--- src/rtl/aes_pkg.sv ---
// Shared AES constants and types: S-box, round constants, word/block
// typedefs and the AES-128 round count.
package aes_pkg;

    typedef logic [31:0]  word_t;
    typedef logic [127:0] block_t;

    localparam int NUM_ROUNDS = 10;

    // Forward S-box, entry 0 in the most significant byte.
    localparam logic [0:255][7:0] SBOX = {
        128'h637c777bf26b6fc53001672bfed7ab76,
        128'hca82c97dfa5947f0add4a2af9ca472c0,
        128'hb7fd9326363ff7cc34a5e5f171d83115,
        128'h04c723c31896059a071280e2eb27b275,
        128'h09832c1a1b6e5aa0523bd6b329e32f84,
        128'h53d100ed20fcb15b6acbbe394a4c58cf,
        128'hd0efaafb434d338545f9027f503c9fa8,
        128'h51a3408f929d38f5bcb6da2110fff3d2,
        128'hcd0c13ec5f974417c4a77e3d645d1973,
        128'h60814fdc222a908846eeb814de5e0bdb,
        128'he0323a0a4906245cc2d3ac629195e479,
        128'he7c8376d8dd54ea96c56f4ea657aae08,
        128'hba78252e1ca6b4c6e8dd741f4bbd8b8a,
        128'h703eb5664803f60e613557b986c11d9e,
        128'he1f8981169d98e949b1e87e9ce5528df,
        128'h8ca1890dbfe6426841992d0fb054bb16
    };

    // Round constants for rounds 1..10 (index 0 is round 1).
    localparam logic [0:9][7:0] RCON = {
        8'h01, 8'h02, 8'h04, 8'h08, 8'h10,
        8'h20, 8'h40, 8'h80, 8'h1b, 8'h36
    };

    function automatic logic [7:0] sbox(input logic [7:0] b);
        return SBOX[b];
    endfunction

endpackage

--- src/rtl/aes_sub_word.sv ---
// SubWord: independent S-box substitution of each byte of a 32-bit word.
module aes_sub_word
    import aes_pkg::*;
(
    input  logic [31:0] in_word,
    output logic [31:0] out_word
);

    // Four parallel byte lookups.
    always_comb begin
        out_word = {sbox(in_word[31:24]), sbox(in_word[23:16]),
                    sbox(in_word[15:8]),  sbox(in_word[7:0])};
    end

endmodule

--- src/rtl/gen_round_keys.sv ---
// AES-128 key schedule: on a chg_key rising edge, latch rx_key and expand
// it into 11 round keys, one per cycle, into an internal table. cur_key
// returns table[cur_round] one cycle after the request.
// Optional macro GEN_ROUND_KEYS_LOCK_EN: blank cur_key while expanding.
module gen_round_keys
    import aes_pkg::*;
(
    input  logic         clk,
    input  logic         n_rst,
    input  logic         chg_key,
    input  logic [127:0] rx_key,
    input  logic [3:0]   cur_round,
    output logic [127:0] cur_key,
    output logic [127:0] orig_key,
    output logic         change_key_done
);

    typedef enum logic {IDLE, EXPAND} state_t;

    state_t      state_q, state_d;
    logic [3:0]  cnt_q, cnt_d;
    logic        chg_prev_q;
    logic        done_q, done_d;
    block_t      orig_key_q, orig_key_d;
    block_t      cur_key_q, cur_key_d;
    block_t      table_q [0:NUM_ROUNDS];
    block_t      table_d [0:NUM_ROUNDS];

    logic        start;
    logic [3:0]  prev_idx;
    block_t      prev_rk, next_rk;
    word_t       rot_word, sub_word, temp_word;
    word_t       nw0, nw1, nw2, nw3;

    // Only a fresh 0->1 transition seen while idle starts an expansion.
    assign start = (state_q == IDLE) && chg_key && !chg_prev_q;

    assign prev_idx = cnt_q - 4'd1;

    aes_sub_word u_sub_word (
        .in_word  (rot_word),
        .out_word (sub_word)
    );

    // One round of the expansion: derive table[cnt] from table[cnt-1].
    always_comb begin
        prev_rk   = table_q[prev_idx];
        rot_word  = {prev_rk[23:0], prev_rk[31:24]};
        temp_word = sub_word ^ {RCON[prev_idx], 24'h0};
        nw0       = prev_rk[127:96] ^ temp_word;
        nw1       = prev_rk[95:64]  ^ nw0;
        nw2       = prev_rk[63:32]  ^ nw1;
        nw3       = prev_rk[31:0]   ^ nw2;
        next_rk   = {nw0, nw1, nw2, nw3};
    end

    // Control FSM and key-table write.
    always_comb begin
        state_d    = state_q;
        cnt_d      = cnt_q;
        done_d     = 1'b0;
        orig_key_d = orig_key_q;
        table_d    = table_q;
        case (state_q)
            IDLE: begin
                if (start) begin
                    orig_key_d = rx_key;
                    table_d[0] = rx_key;
                    cnt_d      = 4'd1;
                    state_d    = EXPAND;
                end
            end
            EXPAND: begin
                table_d[cnt_q] = next_rk;
                cnt_d          = cnt_q + 4'd1;
                if (cnt_q == 4'(NUM_ROUNDS)) begin
                    done_d  = 1'b1;
                    state_d = IDLE;
                end
            end
            default: state_d = IDLE;
        endcase
    end

    // Registered read port; out-of-range rounds read as zero.
    always_comb begin
        cur_key_d = '0;
        if (cur_round <= 4'(NUM_ROUNDS))
            cur_key_d = table_q[cur_round];
`ifdef GEN_ROUND_KEYS_LOCK_EN
        if (state_q == EXPAND || start)
            cur_key_d = '0;
`endif
    end

    // State registers; reset aborts any expansion and wipes the table.
    always_ff @(posedge clk or negedge n_rst) begin
        if (!n_rst) begin
            state_q    <= IDLE;
            cnt_q      <= '0;
            chg_prev_q <= 1'b0;
            done_q     <= 1'b0;
            orig_key_q <= '0;
            cur_key_q  <= '0;
            for (int i = 0; i <= NUM_ROUNDS; i++)
                table_q[i] <= '0;
        end else begin
            state_q    <= state_d;
            cnt_q      <= cnt_d;
            chg_prev_q <= chg_key;
            done_q     <= done_d;
            orig_key_q <= orig_key_d;
            cur_key_q  <= cur_key_d;
            for (int i = 0; i <= NUM_ROUNDS; i++)
                table_q[i] <= table_d[i];
        end
    end

    assign cur_key         = cur_key_q;
    assign orig_key        = orig_key_q;
    assign change_key_done = done_q;

endmodule

--- config.mk ---
export PLATFORM = sky130hd
export DESIGN_NAME = gen_round_keys
export DESIGN_NICKNAME = d
export VERILOG_FILES = /design/src/rtl/aes_pkg.sv /design/src/rtl/aes_sub_word.sv /design/src/rtl/gen_round_keys.sv
export SDC_FILE = /design/constraint.sdc
export NUM_CORES = 2
export LEC_CHECK = 0
export CAP_MARGIN = 20
export CORE_ASPECT_RATIO = 1.2
export CORE_UTILIZATION = 45
export DETAILED_ROUTE_END_ITERATION = 10
export SLEW_MARGIN = 20
export SYNTH_ARGS = -nofsm -noshare
export SYNTH_HDL_FRONTEND = slang
export SYNTH_HIERARCHICAL = 1
export SYNTH_SLANG_ARGS = --single-unit
--- constraint.sdc ---
create_clock -name clk -period 13.9 [get_ports clk]
set_input_delay 3.475 -clock clk [delete_from_list [all_inputs] [get_ports clk]]
set_output_delay 3.475 -clock clk [all_outputs]
set_load 0.01 [all_outputs]
==> metrics.md <==
| Metric | Value |
|---|---|
| Die W | `424 um` |
| DP Wirelength | `243000 um` |
| Commonest non-fill, non-tap cells in the layout | `nand2_1 (2010), dfrtp_1 (1669), o21ai_0 (1487), mux4_2 (450)` |
| Clock skew | `0.0598 ns` |
| Pre-CTS setup slack | `3.59 ns` |
| Core Rows | `185` |
| Fin util | `0.507` |
| Mapped Cells | `10100` |
| First-pass GRT wire length | `568000 um` |
| Worst Max-Slew Pin Slew | `1.23 ns` |
| Failing checks | `design-rule violations` |
| Final setup fails | `0` |
| Grt ovf | `0` |
| Max Fclk | `94.7 MHz` |
| Avg Cell Area, Syn | `9.47 um^2` |
| Ratio of final minimum period to clock period | `0.760` |
| Cts hold-fix bufs | `0` |
| Post-CTS Resized | `0` |
| Synth Cell Area | `96000 um^2` |
| Maxcap violations | `0` |
| IO Pins | `392` |
| CTS H-tree depth | `4` |
| Clk_lat worst skew | `0.87 ns` |
| Number of synthesized flops with an enable pin | `0` |
| Asr flop ratio synth | `1.00` |
| Synth unique cells | `106` |
| Endpoint class of the critical path | `register` |
| Setup WS post-layout | `3.34 ns` |
| Share of the yosys chip area belonging to registers | `0.436` |
| Area Growth Syn to Fin | `11.9%` |
| Commonest non-fill, non-tap cell in the layout | `nand2_1` |
| Root Buffer | `clkbuf_16` |
| Final hold vios | `0` |
| Via count | `83800` |
| Multi-input gate area | `49600 um^2` |
| Layout cell share with drive strength beyond 1 | `0.129` |
| CP Data Required Time | `14.56 ns` |
| Max-Slew Margin vs Limit | `0.167` |
| Tmin final | `10.56 ns` |
| Total track usage | `0.355` |
| Count of port buffers added during placement | `391` |
| Final TNS setup | `0 ns` |
| DRT Wirelength | `388000 um` |
| Largest net degree at the start of global routing | `180` |
| Core ar. | `212000 um^2` |
| Final Slew Violations | `0` |
| TritonCTS clock tree | `yes` |
| Seq cells post-synth | `1671` |
| Synth warn | `6` |
| Die H | `508 um` |
| Unrepaired setup endpoints after global routing | `no` |
| Starting Density | `0.453` |
| Worst-path fanout max | `50` |
| Vias in the first global route | `81900` |
| Clock Sinks | `1671` |
| CTS clk-pin slew, worst paths | `0.07 ns` |
| Vias per cell | `6.52` |
| Crit start category | `register` |
| DRC viols | `28` |
| Pre-Repair DR Iteration Count | `11` |
| Min-Delay Path Class | `register to register` |
| Register Area | `41800 um^2` |
| DRT iter0 DRCs | `10200` |
| CP Class | `register to register` |
| Status | `finished with violations` |
| Fill cells | `19500` |
| Syn nets | `10300` |
| Routed length per instance | `30.2 um` |
| Clock Tree Buf Depth | `3` |
| WP data arrival | `11.22 ns` |
| Num CTS Buffers | `176` |
| Nets | `10100` |
| DIE AREA | `215000 um^2` |
| Initial antenna violation count | `11` |
| Top FF cell, synth | `dfrtp_1` |
| Placer Congestion | `1.06` |
| Post-CTS setup repair buffer count | `0` |
| ANT nets after route | `0` |
## synth_stat cells, types with 49 or more instances
master	n	area share
o21ai_1	130	0.0068
a22oi_1	115	0.0090
o22ai_1	179	0.012
mux2i_1	446	0.047
a21oi_1	446	0.023
clkbuf_1	694	0.027
nand2b_1	87	0.0057
a211oi_1	64	0.0050
buf_6	50	0.0059
mux4_2	450	0.11
nor2_1	419	0.016
xor2_1	54	0.0049
xnor2_1	72	0.0066
a31oi_1	110	0.0072
nand3_1	172	0.0090
buf_2	173	0.0090
o21ai_0	1512	0.079
ha_1	62	0.0081
nor3_1	109	0.0057
dfrtp_1	1671	0.44
a221oi_1	61	0.0056
o211ai_1	83	0.0065
buf_1	82	0.0032
o21ai_2	49	0.0045
mux2_2	86	0.010
nor2b_1	77	0.0050
nand2_1	2011	0.079
## metrics by stage
| stage | cell area [um^2] | hold WS, ns | std cells |
|---|---|---|---|
| after detailed placement | 101000 | 0.461 | 12500 |
| after floorplan | 96000 | 0.459 | 10100 |
| after global placement | 101000 | 0.456 | 12500 |
| after CTS | 107000 | 0.476 | 12800 |
| after global routing | 107000 | 0.493 | 12800 |
| final | 107000 | 0.471 | 12900 |
## flip-flops by register name (all words and copies together) (netlist names)
name / cells
cnt_q: 4
cur_key: 128
change_key_done: 1
state_q: 1
orig_key: 128
table_q: 1408
chg_prev_q: 1
## worst paths after layout
check / start / endpoint / slack (ns) / cells past startpoint
setup / recovery: cnt_q[0] / table_q[156] / 3.34 / 21
hold / removal: orig_key[83] / orig_key[83] / 0.47 / 2
setup reg to reg: cnt_q[0] / table_q[156] / 3.34 / 21
hold reg to reg: orig_key[83] / orig_key[83] / 0.47 / 2
max in group asynchronous: n_rst / table_q[999] / 8.61 / 4
min in group asynchronous: n_rst / orig_key[42] / 2.58 / 1
## area by class of cell
| cell class | count | share of cell area |
|---|---|---|
| clock inverters | 85 | 0.0112 |
| well taps | 2805 | 0.0327 |
| repair buffers | 646 | 0.0568 |
| inverters | 52 | 0.00186 |
| diodes | 4 | 0.0000931 |
| multi-input cells | 7349 | 0.462 |
| flip-flops and latches | 1671 | 0.389 |
| clock buffers | 240 | 0.0466 |
## critical path, cell delays in order (launching register included)
cell       delay (ns)
dfrtp_4          0.86
buf_4            0.71
o31a_1           0.34
or2_4            0.50
buf_4            0.75
o21ai_0          0.26
o21ai_2          0.20
buf_4            0.38
clkinv_1         0.50
ha_1             0.54
and2_0           0.33
o21ai_0          0.29
a21oi_1          0.11
a2111oi_0        0.47
nor4_1           0.11
nor4_1           0.36
xnor2_1          0.19
xnor2_1          0.84
xor2_1           0.89
xnor2_1          0.53
xor2_1           0.87
o21ai_0          0.23
## per-layer routing
| metal | track usage | vias to the layer above | part of all wire |
|---|---|---|---|
| met3 | 0.0628 | 1114 | 0.085 |
| met4 | 0.221 | 4 | 0.070 |
| met1 | 0.463 | 42100 | 0.39 |
| li1 | - | 36000 | - |
| met5 | 0 | - | 0.000080 |
| met2 | 0.550 | 4665 | 0.45 |
## logic make-up after synthesis
family / after synthesis / share of synthesized area
compound gates: 3105 / 0.192
fa+ha+maj: 62 / 0.00808
buf+inv: 1113 / 0.0533
xor+xnor: 154 / 0.0167
mux: 983 / 0.162
flops: 1671 / 0.436
simple gates: 3045 / 0.132
Power is not shown: default switching activity piles up to over one toggle a cycle in this logic, so the estimate is an artifact.
